## src/rtl/vrf_pkg.sv

```systemverilog
// Shared vector register file geometry, read-command format and read-sequencer states.
// With VRF_RD_SEQ_MASK_EN defined, the command also carries an active-element count (vl).
package vrf_pkg;

    localparam int vrf_els_lp        = 32;
    localparam int vrf_vlen_lp       = 8;
    localparam int vrf_vdw_lp        = 32;
    localparam int vrf_lanes_lp      = 4;
    localparam int vrf_v_addr_w_lp   = $clog2(vrf_els_lp);
    localparam int vrf_local_addr_lp = $clog2(vrf_vlen_lp);
    localparam int vrf_addr_w_lp     = vrf_v_addr_w_lp + vrf_local_addr_lp;
    localparam int vrf_vl_w_lp       = $clog2(vrf_vlen_lp + 1);

    typedef struct packed {
        logic [vrf_v_addr_w_lp-1:0] vs1;
        logic [vrf_v_addr_w_lp-1:0] vs2;
`ifdef VRF_RD_SEQ_MASK_EN
        logic [vrf_vl_w_lp-1:0]     vl;
`endif
    } vrf_rd_cmd_s;

    typedef enum logic [1:0] {
        IDLE  = 2'd0,
        ISSUE = 2'd1,
        DRAIN = 2'd2
    } vrf_rd_state_e;

    // Number of beats needed to cover n elements, lanes elements per beat.
    function automatic int vrf_beats(input int n, input int lanes);
        return (n + lanes - 1) / lanes;
    endfunction

endpackage

```

## src/rtl/vrf_rd_addr_gen.sv

```systemverilog
// Turns a vector bank and beat index into per-lane {bank, element} read addresses.
// Outputs are forced to zero when not enabled so idle ports present a clean address.
module vrf_rd_addr_gen
    import vrf_pkg::*;
#(
    parameter int lanes_p            = vrf_lanes_lp,
    parameter int v_addr_width_p     = vrf_v_addr_w_lp,
    parameter int local_addr_width_p = vrf_local_addr_lp,
    parameter int cnt_width_p        = 1
) (
    input  logic                                                    i_en,
    input  logic [v_addr_width_p-1:0]                               i_bank,
    input  logic [cnt_width_p-1:0]                                  i_beat,
    output logic [lanes_p*(v_addr_width_p+local_addr_width_p)-1:0]  o_addr
);

    localparam int addr_width_lp = v_addr_width_p + local_addr_width_p;

    always_comb begin
        o_addr = '0;
        if (i_en) begin
            for (int i = 0; i < lanes_p; i++) begin
                o_addr[i*addr_width_lp +: addr_width_lp] =
                    {i_bank, local_addr_width_p'(int'(i_beat) * lanes_p + i)};
            end
        end
    end

endmodule

```

## src/rtl/vrf_rd_seq.sv

```systemverilog
// Vector register file read sequencer: one command -> beats of lanes_p operand pairs, valid/yumi out.
// Optional VRF_RD_SEQ_MASK_EN adds cmd_vl_i (active element count) and data_mask_o.
module vrf_rd_seq
    import vrf_pkg::*;
#(
    parameter int els_p   = vrf_els_lp,
    parameter int vlen_p  = vrf_vlen_lp,
    parameter int vdw_p   = vrf_vdw_lp,
    parameter int lanes_p = vrf_lanes_lp
) (
    input  logic                                            clk_i,
    input  logic                                            reset_i,
    input  logic                                            cmd_v_i,
    input  logic [$clog2(els_p)-1:0]                        cmd_vs1_i,
    input  logic [$clog2(els_p)-1:0]                        cmd_vs2_i,
`ifdef VRF_RD_SEQ_MASK_EN
    input  logic [$clog2(vlen_p+1)-1:0]                     cmd_vl_i,
    output logic [lanes_p-1:0]                              data_mask_o,
`endif
    output logic                                            cmd_ready_o,
    output logic [lanes_p*($clog2(els_p)+$clog2(vlen_p))-1:0] r0_addr_o,
    output logic [lanes_p*($clog2(els_p)+$clog2(vlen_p))-1:0] r1_addr_o,
    input  logic [lanes_p*vdw_p-1:0]                        r0_data_i,
    input  logic [lanes_p*vdw_p-1:0]                        r1_data_i,
    output logic                                            data_v_o,
    output logic [lanes_p*vdw_p-1:0]                        op0_o,
    output logic [lanes_p*vdw_p-1:0]                        op1_o,
    output logic                                            last_o,
    input  logic                                            data_yumi_i
);

    localparam int v_addr_width_lp     = $clog2(els_p);
    localparam int local_addr_width_lp = $clog2(vlen_p);
    localparam int addr_width_lp       = v_addr_width_lp + local_addr_width_lp;
    localparam int beats_lp            = vlen_p / lanes_p;
    localparam int cnt_width_lp        = (beats_lp > 1) ? $clog2(beats_lp) : 1;

    vrf_rd_state_e             r_state;
    vrf_rd_state_e             w_stateNext;
    vrf_rd_cmd_s               r_cmd;
    logic [cnt_width_lp-1:0]   r_beat;
    logic [cnt_width_lp-1:0]   w_lastBeat;
    logic                      r_dataV;
    logic                      r_last;
    logic [lanes_p*vdw_p-1:0]  r_op0;
    logic [lanes_p*vdw_p-1:0]  r_op1;
    logic                      w_cmdReady;
    logic                      w_accept;
    logic                      w_capture;
    logic                      w_addrEn;
    logic                      w_isLastBeat;
    logic                      w_cmdEmpty;

`ifdef VRF_RD_SEQ_MASK_EN
    localparam int vl_width_lp = $clog2(vlen_p + 1);

    logic [vl_width_lp-1:0]    w_vlClamped;
    logic [cnt_width_lp-1:0]   w_lastBeatIn;
    logic [cnt_width_lp-1:0]   r_lastBeat;
    logic [lanes_p-1:0]        w_maskNext;
    logic [lanes_p-1:0]        r_mask;

    // Oversized vl saturates to a full vector; vl=0 is accepted but never leaves IDLE.
    always_comb begin
        w_vlClamped  = (cmd_vl_i > vl_width_lp'(vlen_p)) ? vl_width_lp'(vlen_p) : cmd_vl_i;
        w_lastBeatIn = cnt_width_lp'(vrf_beats(int'(w_vlClamped), lanes_p) - 1);
        w_cmdEmpty   = (w_vlClamped == '0);
        w_maskNext   = '0;
        for (int i = 0; i < lanes_p; i++) begin
            w_maskNext[i] = (int'(r_beat) * lanes_p + i) < int'(r_cmd.vl);
        end
    end

    assign w_lastBeat  = r_lastBeat;
    assign data_mask_o = r_mask;
`else
    assign w_lastBeat  = cnt_width_lp'(beats_lp - 1);
    assign w_cmdEmpty  = 1'b0;
`endif

    assign w_accept     = cmd_v_i & w_cmdReady;
    assign w_isLastBeat = (r_beat == w_lastBeat);

    always_ff @(posedge clk_i or posedge reset_i) begin
        if (reset_i) begin
            r_state <= IDLE;
        end else begin
            r_state <= w_stateNext;
        end
    end

    always_comb begin
        w_stateNext = r_state;
        case (r_state)
            IDLE:    if (w_accept && !w_cmdEmpty)      w_stateNext = ISSUE;
            ISSUE:   if (w_capture && w_isLastBeat)    w_stateNext = DRAIN;
            DRAIN:   if (data_yumi_i)                  w_stateNext = IDLE;
            default:                                   w_stateNext = IDLE;
        endcase
    end

    // A beat is issued whenever the single output register is empty or being emptied.
    always_comb begin
        w_cmdReady = (r_state == IDLE);
        w_addrEn   = (r_state == ISSUE);
        w_capture  = (r_state == ISSUE) && (!r_dataV || data_yumi_i);
    end

    always_ff @(posedge clk_i or posedge reset_i) begin
        if (reset_i) begin
            r_cmd   <= '0;
            r_beat  <= '0;
            r_dataV <= 1'b0;
            r_last  <= 1'b0;
            r_op0   <= '0;
            r_op1   <= '0;
`ifdef VRF_RD_SEQ_MASK_EN
            r_lastBeat <= '0;
            r_mask     <= '0;
`endif
        end else begin
            if (w_accept) begin
                r_cmd.vs1 <= cmd_vs1_i;
                r_cmd.vs2 <= cmd_vs2_i;
                r_beat    <= '0;
`ifdef VRF_RD_SEQ_MASK_EN
                r_cmd.vl   <= w_vlClamped;
                r_lastBeat <= w_lastBeatIn;
`endif
            end else if (w_capture && !w_isLastBeat) begin
                r_beat <= r_beat + 1'b1;
            end

            if (w_capture) begin
                r_op0   <= r0_data_i;
                r_op1   <= r1_data_i;
                r_last  <= w_isLastBeat;
                r_dataV <= 1'b1;
`ifdef VRF_RD_SEQ_MASK_EN
                r_mask  <= w_maskNext;
`endif
            end else if (data_yumi_i) begin
                r_dataV <= 1'b0;
                r_last  <= 1'b0;
            end
        end
    end

    vrf_rd_addr_gen #(
        .lanes_p            (lanes_p),
        .v_addr_width_p     (v_addr_width_lp),
        .local_addr_width_p (local_addr_width_lp),
        .cnt_width_p        (cnt_width_lp)
    ) u_addrGen0 (
        .i_en   (w_addrEn),
        .i_bank (r_cmd.vs1),
        .i_beat (r_beat),
        .o_addr (r0_addr_o)
    );

    vrf_rd_addr_gen #(
        .lanes_p            (lanes_p),
        .v_addr_width_p     (v_addr_width_lp),
        .local_addr_width_p (local_addr_width_lp),
        .cnt_width_p        (cnt_width_lp)
    ) u_addrGen1 (
        .i_en   (w_addrEn),
        .i_bank (r_cmd.vs2),
        .i_beat (r_beat),
        .o_addr (r1_addr_o)
    );

    assign cmd_ready_o = w_cmdReady;
    assign data_v_o    = r_dataV;
    assign op0_o       = r_op0;
    assign op1_o       = r_op1;
    assign last_o      = r_last;

    assert property (@(posedge clk_i) disable iff (reset_i) data_yumi_i |-> r_dataV)
        else $fatal(1, "vrf_rd_seq: data_yumi_i asserted without data_v_o");

endmodule

```

## config.mk

```make
export PLATFORM = sky130hd
export DESIGN_NAME = vrf_rd_seq
export DESIGN_NICKNAME = d
export VERILOG_FILES = /design/src/rtl/vrf_pkg.sv /design/src/rtl/vrf_rd_addr_gen.sv /design/src/rtl/vrf_rd_seq.sv
export SDC_FILE = /design/constraint.sdc
export NUM_CORES = 1
export LEC_CHECK = 0
export BUFFER_PORTS_ARGS = -buffer_cell sky130_fd_sc_hd__buf_4
export CAP_MARGIN = 20
export CORE_AREA = 8 8 227 229
export DETAILED_ROUTE_END_ITERATION = 10
export DIE_AREA = 0 0 235 237
export GPL_ROUTABILITY_DRIVEN = 0
export SLEW_MARGIN = 5
export SYNTH_ARGS = -nofsm -noshare
export SYNTH_HDL_FRONTEND = slang
export SYNTH_HIERARCHICAL = 1
export SYNTH_SLANG_ARGS = --single-unit
```

## constraint.sdc

```tcl
create_clock -name clk_i -period 13.3 [get_ports clk_i]
set_input_delay 1.33 -clock clk_i [delete_from_list [all_inputs] [get_ports clk_i]]
set_output_delay 1.33 -clock clk_i [all_outputs]
set_load 0.02 [all_outputs]
```

==> results of run 1 <==
==> stage by stage <==
stage / hold WS [ps] / util, % / power [W] / cells / area [µm²]
final: 479 / 35.2 / 0.00503 / 1836 / 16900
after global routing: 512 / 35.2 / 0.00529 / 1836 / 16900
after CTS: 483 / 35.2 / 0.00511 / 1836 / 16900
after detailed placement: 470 / 33.2 / 0.00427 / 1786 / 16000
after global placement: 464 / 33.2 / 0.00424 / 1786 / 16000
after floorplan: 449 / - / 0.00329 / 656 / 11400
==> flip-flops by register name (all words and copies together), names as in the netlist <==
name      flops
r_cmd        10
r_beat        1
data_v_o      1
op0_o       128
r_state       2
op1_o       128
last_o        1
==> cell type report <==
class / instances / area share (%)
Clock buffer: 44 / 5.34
Clock inverter: 6 / 0.325
Multi-Input combinational cell: 301 / 23.5
Timing Repair Buffer: 588 / 26.1
Tap cell: 622 / 4.59
Sequential cell: 271 / 40.0
Inverter: 4 / 0.133
==> path summary, 6_finish.rpt <==
kind                              from    endpoint  slack (ps)  cells after the start
setup reg to reg            r_state[0]   op1_o[69]        9380                      6
setup / recovery           data_yumi_i   op1_o[69]        8960                      6
hold / removal                r_cmd[1]    r_cmd[1]         480                      1
max in group asynchronous      reset_i  op0_o[119]       11010                      3
min in group asynchronous      reset_i   op1_o[58]         910                      2
hold reg to reg               r_cmd[1]    r_cmd[1]         480                      1
==> cell usage in the layout, fill, tap and decap left out, drive strengths merged, types with 4 or more instances in the layout <==
cell    count
and2       12
buf       588
clkbuf     44
clkinv      5
conb        8
dfrtp     271
inv         4
mux2      266
==> Yosys cell counts (all sizes together) <==
cell,n
nand2b,3
and2,12
o32ai,1
buf,80
nor2,3
a311oi,1
inv,4
dfrtp,271
o21ai,3
mux2,266
nor2b,1
nand2,3
conb,2
==> layer usage <==
layer | vias to the layer above | share of wire, % | GRT usage, %
li1 | 3267 | - | -
met1 | 3612 | 38 | 12.9
met2 | 337 | 51 | 20.4
met3 | 39 | 8.9 | 4.43
met4 | 0 | 1.8 | 3.11
met5 | - | 0 | 0
==> worst register-to-register path: stages (launching register included) <==
cell	delay [ps]
dfrtp_1	450
nand2b_2	130
inv_2	160
nand2_8	690
buf_4	960
buf_4	950
mux2_2	480
==> power by group through the flow <==
stage          clock (W)  sequential, W  combinational (W)
2_1_floorplan          0        0.00198            0.00131
3_3_place_gp           0        0.00151            0.00273
3_5_place_dp           0        0.00151            0.00276
4_1_cts         0.000842        0.00152            0.00276
5_1_grt         0.000870        0.00157            0.00285
6_report        0.000809        0.00151            0.00271
==> cell families (layout without fill, tap and decap cells) <==
family / Yosys count / in the layout / synth area share (%)
flops: 271 / 271 / 59.4
other cells: 2 / 8 / 0.0657
mux: 266 / 266 / 33.0
compound gates: 5 / 5 / 0.285
buf+inv: 84 / 642 / 6.09
simple gates: 22 / 22 / 1.18
==> flow_summary.json, run 1 <==
{
  "antenna_left": 0,
  "grt_antenna_before_repair": 0,
  "port_buffers": 584,
  "num_vias": 7255,
  "crit_buf_inv": 3,
  "drt_iter0_drc": 196,
  "worst_setup_path_end_kind": "flip-flop",
  "drive_gt1_share_pct": 73.7,
  "start_util_pct": 23.7,
  "powerDensity_nw_per_um2": 297,
  "start_kind": "primary input",
  "yosys-top-cells-area": "dfrtp_1, mux2_4, mux2_2",
  "syn_inst": 650,
  "die_area_um2": 55700,
  "drv_cap": 0,
  "placementRows": 81,
  "path_delay_family": "buffers and inverters",
  "n_antenna_cell": 0,
  "crit_type": "primary input to flip-flop",
  "grt-ovfl-total": 0,
  "post-route-min-period_ps": 4340,
  "post_drt_wl_per_cell_um": 18.5,
  "p_switching_w": 0.00187,
  "power_frac_comb_pct": 53.8,
  "hold_buffers": 0,
  "area_delta_synth_final_pct": 48.3,
  "cp_data_required_time_ps": 13730,
  "core-area_um2": 48100,
  "status": "finished, final reports clean",
  "switching_share_pct": 37.2,
  "slew_headroom_pct": 28.4,
  "arrival_ps": 4770,
  "regArea_um2": 6780,
  "via_per_inst": 3.95,
  "num_io_pins": 593,
  "tightest_slew_ps": 1070,
  "dp_hpwl_um": 25900,
  "syn_area_per_cell_um2": 17.6,
  "rsz0062_at_grt": "false",
  "drv_slew": 0,
  "htree_levels": 1,
  "vdd_drop_max_mv": 0.127,
  "cts.clk_slew.worst_paths_ps": 60,
  "clock_power_share_pct": 16.1,
  "p_leak_nw": 8.72,
  "crit_fanout": 93,
  "nNetsFinal": 1466,
  "gr-usage-all-layers_pct": 11.5,
  "synth_top_area_share_pct": 59.4,
  "synth_seq_cells": 271,
  "hold_viol_final": 0,
  "tritoncts": "done",
  "power_frac_seq_pct": 30.1,
  "ys_types": 21,
  "dr.pass1.iters": 4,
  "clock_latency_ps": 550,
  "cts_setup_buffers": 0,
  "die_w_um": 235,
  "setup_viol": 0,
  "cts_root_buf": "clkbuf_16",
  "synth_warnings": 6,
  "grt_pass1_wl_um": 51500,
  "worstHoldPathType": "flip-flop to flip-flop",
  "netlist_area_um2": 11400,
  "synth-seq-area-share_pct": 59.4,
  "synth_area_leader_cell": "dfrtp_1",
  "clock-sinks": 271,
  "internal-power_w": 0.00316,
  "ctsResizeCount": 0,
  "crit_chain": "buf_4 -> nand2b_1 -> nand2_8 -> buf_4 -> buf_4 -> mux2_2",
  "dp_slack_ps": 8390,
  "finalCritPeriodShare_pct": 32.6,
  "fmax_mhz": 230,
  "worst_path_max_delay_cell": "buf_4",
  "grt_pass1_vias": 8264,
  "route.detailed.drc": 0,
  "critPathMaxStageDelay_ps": 930,
  "clockBufferDepth": 3,
  "routed_wl_um": 34000,
  "setup_ws_ps": 8960,
  "crit_top_cell": "buf_4",
  "die_height_um": 237,
  "fin_tns_setup_ps": 0,
  "grt_max_degree": 151,
  "skew_ps": 17.3,
  "fill_cells": 4680,
  "cts_buffers": 30,
  "multi_input_area_um2": 3980
}
Power figures use the tool's default switching activity.
==> run 2, diff against run 1 <==
--- a/config.mk
+++ b/config.mk
@@ -7,9 +7,9 @@
 export LEC_CHECK = 0
 export BUFFER_PORTS_ARGS = -buffer_cell sky130_fd_sc_hd__buf_4
 export CAP_MARGIN = 20
-export CORE_AREA = 8 8 227 229
+export CORE_AREA = 8 8 228 230
 export DETAILED_ROUTE_END_ITERATION = 10
-export DIE_AREA = 0 0 235 237
+export DIE_AREA = 0 0 236 238
 export GPL_ROUTABILITY_DRIVEN = 0
 export SLEW_MARGIN = 5
 export SYNTH_ARGS = -nofsm -noshare
==> constraint.sdc (replaced) <==
create_clock -name clk_i -period 4.4 [get_ports clk_i]
set_input_delay 0.44 -clock clk_i [delete_from_list [all_inputs] [get_ports clk_i]]
set_output_delay 0.44 -clock clk_i [all_outputs]
set_load 0.02 [all_outputs]
==> run 2 against run 1 <==
Against the previous run: worst hold slack got worse by 340 ps; sequential cell count did not move; final cell count rose by 0.93%; combinational power rose to 3.0 times the previous value; critical endpoint is now op0_o[111]; largest power group unchanged; highest routed layer is now met5.
==> flow_summary.json, run 2 (synthesis results as in run 1) <==
{
  "post-route-util_pct": 35.6,
  "timing.rr.start": "r_state[1]",
  "holdPathStages": 2,
  "tightest_slew_ps": 930,
  "post-route-min-period_ps": 2460,
  "grt_pass1_vias": 8451,
  "layout_commonest_cell": "buf_4",
  "finalCritPeriodShare_pct": 55.9,
  "multi_input_area_um2": 3980,
  "r2r_slack_ps": 1940,
  "clock-sinks": 271,
  "area_delta_synth_final_pct": 50.8,
  "htree_levels": 2,
  "clock_latency_ps": 510,
  "final_area_um2": 17200,
  "r2r_end": "op0_o[111]",
  "dp_hpwl_um": 27300,
  "port_buffers": 584,
  "dp_slack_ps": 1870,
  "cp_data_required_time_ps": 4790,
  "r2r_cells": 5,
  "routed_wl_um": 35500,
  "arrival_ps": 2850,
  "final_cell_mix": "buf_4, dfrtp_1, mux2_4",
  "rsz0062_at_grt": "false",
  "post_drt_wl_per_cell_um": 19.2,
  "placementRows": 81,
  "drive_gt1_share_pct": 73.8,
  "worst_setup_path_end_kind": "flip-flop",
  "core-area_um2": 48300,
  "nNetsFinal": 1477,
  "gr-usage-all-layers_pct": 12.1,
  "crit_type": "flip-flop to flip-flop",
  "worst_path_max_delay_cell": "nand2_8",
  "regArea_um2": 6780,
  "fill_cells": 4648,
  "die_area_um2": 56200,
  "n_antenna_cell": 0,
  "route.detailed.drc": 0,
  "vdd_drop_max_mv": 0.515,
  "clockBufferDepth": 3,
  "die_height_um": 238,
  "fmax_mhz": 407,
  "powerDensity_nw_per_um2": 905,
  "start_util_pct": 23.6,
  "die_w_um": 236,
  "status": "finished, final reports clean",
  "num_vias": 7328,
  "num_io_pins": 593,
  "dr.pass1.iters": 4,
  "drv_cap": 0,
  "p_leak_nw": 8.85,
  "skew_ps": 9.59,
  "setup_viol": 0,
  "via_per_inst": 3.95,
  "grt_max_degree": 146,
  "slew_headroom_pct": 38.0,
  "fin_tns_setup_ps": 0,
  "critPathMaxStageDelay_ps": 510,
  "tritoncts": "done",
  "crit_chain": "nand2b_2 -> inv_2 -> nand2_8 -> buf_4 -> mux2_4",
  "ctsResizeCount": 0,
  "worstHoldPathType": "primary input to flip-flop",
  "cts_buffers": 34,
  "cts_root_buf": "clkbuf_16",
  "hold_end": "r_state[1]",
  "cts.clk_slew.worst_paths_ps": 50,
  "drv_slew": 0,
  "place_area_um2": 16100,
  "grt-ovfl-total": 0,
  "hold_viol_final": 0,
  "min_from": "data_yumi_i",
  "crit_fanout": 78,
  "drt_iter0_drc": 206,
  "grt_antenna_before_repair": 3,
  "start_kind": "flip-flop",
  "startpoint": "r_state[1]",
  "antenna_left": 0,
  "setup_ws_ps": 1940,
  "grt_pass1_wl_um": 53600
}
[run 2: area by class of cell]
class / instances / area share, %
Clock buffer: 52 / 6.11
Timing Repair Buffer: 595 / 26.2
Inverter: 4 / 0.109
Clock inverter: 8 / 0.567
Tap cell: 622 / 4.52
Multi-Input combinational cell: 301 / 23.1
Sequential cell: 271 / 39.4
[run 2: critical path, delay by kind of cell, from the launching register on]
kind | cells | cell delay [ps]
and+or+nand+nor | 2 | 720
buffers and inverters | 2 | 790
muxes | 1 | 350
DFF | 1 | 410
[run 2: worst max path at each step]
stage	end	slack, ps	cells past startpoint
global route	op0_o[41]	1770	5
detailed placement	op1_o[68]	1870	5
floorplan	data_v_o	380	1
finish	op0_o[111]	1940	5
CTS	op0_o[102]	1890	5
global placement	op1_o[71]	1890	5
[run 2: repair_timing]
action | in CTS | in global routing
buffers inserted | 0 | 0
hold buffers | 1 | 0
endpoints found under the hold margin | 25 | 0
[run 2: metal layers]
layer | up-vias | global-route usage [%] | wire, µm
met2 | 362 | 20.5 | 17600
li1 | 3297 | - | -
met5 | - | 0 | 26
met4 | 4 | 4.01 | 950
met3 | 63 | 5.93 | 3670
met1 | 3602 | 13.3 | 13300
[run 2: power breakdown]
group	leakage (nW)	switching, W	internal, W
sequential	3.18	0.000766	0.00381
combinational	5.10	0.00394	0.00428
clock	0.568	0.00104	0.00176
total	8.85	0.00574	0.00985
[run 2: stage by stage]
step                      hold WS (ps)  total power [W]  cells
after detailed placement           471           0.0129   1792
after global placement             463           0.0128   1792
after CTS                         82.7           0.0159   1853
after global routing              97.1           0.0164   1853
after floorplan                    449          0.00994    656
final                              138           0.0156   1853
==> run 3, diff against run 2 <==
==> constraint.sdc (replaced) <==
create_clock -name clk_i -period 2.4 [get_ports clk_i]
set_input_delay 0.24 -clock clk_i [delete_from_list [all_inputs] [get_ports clk_i]]
set_output_delay 0.24 -clock clk_i [all_outputs]
set_load 0.02 [all_outputs]
==> run 3 against run 2 <==
Against the previous run: worst hold slack better by 170 ps; design area up 16%; combinational power grew 91%; clock power up 57%; global-route usage rose by 1.2 points; wire length grew 11%; setup slack got worse by 1700 ps; power is 84% higher; first-iteration DRC count is 16% lower; count of clock-buffer cells in the layout down 5; sequential share of layout area down 5.4 points; sequential cell count is the same; critical path type is now flip-flop to output port; critical endpoint is now r1_addr_o[30]; largest cell class is now non-clock buffers; largest power group unchanged.
==> flow_summary.json, run 3 (synthesis results as in run 1) <==
{
  "tritoncts": "done",
  "dr.pass1.iters": 4,
  "post-route-min-period_ps": 2200,
  "arrival_ps": 1960,
  "final_cell_mix": "buf_4, dfrtp_1, dlygate4sd3_1",
  "die_area_um2": 56200,
  "dp_slack_ps": 489,
  "start_util_pct": 23.6,
  "drt_iter0_drc": 173,
  "timing.hold.ws_ps": 306,
  "grt_pass1_vias": 9807,
  "cts_root_buf": "clkbuf_16",
  "layout_commonest_cell": "buf_4",
  "hold_viol_final": 0,
  "worst_path_max_delay_cell": "dfrtp_1",
  "placementRows": 81,
  "clock-sinks": 271,
  "route.detailed.drc": 0,
  "drive_gt1_share_pct": 60.7,
  "cts_setup_buffers": 0,
  "p_leak_nw": 9.99,
  "finalCritPeriodShare_pct": 91.8,
  "grt_pass1_wl_um": 60100,
  "vdd_drop_max_mv": 0.749,
  "status": "finished, final reports clean",
  "drv_slew": 0,
  "dp_hpwl_um": 28400,
  "num_vias": 8459,
  "crit_fanout": 20,
  "nNetsFinal": 1763,
  "clockBufferDepth": 3,
  "slew_headroom_pct": 63.2,
  "start_kind": "flip-flop",
  "grt-ovfl-total": 0,
  "crit_chain": "nand2b_2 -> inv_2 -> buf_4 -> and2_1 -> buf_4",
  "die_w_um": 236,
  "post-route-util_pct": 41.3,
  "via_per_inst": 3.96,
  "num_io_pins": 593,
  "drv_cap": 0,
  "clock_latency_ps": 560,
  "fill_cells": 4312,
  "grt_antenna_before_repair": 1,
  "antenna_left": 0,
  "cts.clk_slew.worst_paths_ps": 50,
  "area_delta_synth_final_pct": 74.7,
  "crit_type": "flip-flop to output port",
  "skew_ps": 19.5,
  "setup_viol": 0,
  "worstHoldPathType": "primary input to asynchronous set/reset pin",
  "port_buffers": 584,
  "critPathMaxStageDelay_ps": 400,
  "p_total_w": 0.0286,
  "gr-usage-all-layers_pct": 13.3,
  "grt_max_degree": 80,
  "fmax_mhz": 454,
  "powerDensity_nw_per_um2": 1430,
  "cts_buffers": 31,
  "worst_setup_path_end_kind": "output port",
  "crit_top_cell": "buf_4",
  "tightest_slew_ps": 552,
  "post_drt_wl_per_cell_um": 18.4,
  "setup_ws_ps": 196,
  "die_height_um": 238,
  "cp_data_required_time_ps": 2160,
  "rsz0062_at_grt": "false",
  "fin_tns_setup_ps": 0,
  "htree_levels": 1,
  "routed_wl_um": 39300,
  "core-area_um2": 48300
}
run 3: cell types whose count changed in the layout (fill, tap and decap cells not counted), sizes merged:
| cell | previous run | this run |
|---|---|---|
| diode | 0 | 1 |
| buf | 594 | 615 |
| clkinv | 6 | 5 |
| bufinv | 2 | 1 |
| dlygate4sd3 | 1 | 269 |
| clkbuf | 52 | 47 |
| clkinvlp | 1 | 3 |
run 3: path summary, 6_finish.rpt:
path	depth (start not counted)	slack (ps)	end	startpoint
hold / removal	3	310	op1_o[102]	reset_i
min in group clk_i	3	450	op0_o[38]	r0_data_i[38]
setup reg to reg	5	540	op1_o[55]	r_state[0]
hold reg to reg	1	480	r_cmd[1]	r_cmd[1]
setup / recovery	5	200	r1_addr_o[30]	r_state[1]
max in group asynchronous	5	1280	op0_o[127]	reset_i
run 3: through the flow:
step / area, µm² / std cells
after floorplan: 11500 / 656
after global placement: 16300 / 1813
after detailed placement: 16300 / 1813
after CTS: 20000 / 2137
after global routing: 20000 / 2138
final: 20000 / 2138
run 3: worst max-delay path: cells and delay by family (launching register included):
kind,cells,cell delay (ps)
and+or+nand+nor,2,480
DFF,1,400
buffers and inverters,3,530
run 3: per-layer routing:
| layer | wire length [µm] | global-route usage (%) | share of wire [%] |
|---|---|---|---|
| met4 | 1100 | 3.67 | 2.8 |
| met3 | 3260 | 4.72 | 8.3 |
| met1 | 15000 | 14.8 | 38 |
| met2 | 19900 | 23.7 | 51 |
| met5 | 0 | 0 | 0 |
run 3: what timing repair did:
action,4_1_cts,5_1_grt
gates resized for setup,0,0
hold buffers,269,0
endpoints found under the hold margin,282,0
run 3: cell type report:
| class | count | area [µm²] | share of cell area [%] |
|---|---|---|---|
| Timing Repair Buffer | 884 | 7460 | 37.4 |
| Sequential cell | 271 | 6780 | 34.0 |
| Multi-Input combinational cell | 301 | 3980 | 19.9 |
| Clock buffer | 47 | 866 | 4.34 |
| Tap cell | 622 | 778 | 3.90 |
| Clock inverter | 8 | 73.8 | 0.370 |
| Inverter | 4 | 18.8 | 0.0940 |
| Antenna cell | 1 | 2.50 | 0.0125 |
run 3: report_power, final:
part / switching (W) / leakage, nW / internal (W)
clock network: 0.00184 / 0.453 / 0.00257
logic: 0.00744 / 6.36 / 0.00830
registers: 0.00150 / 3.18 / 0.00698
total: 0.0108 / 9.99 / 0.0179
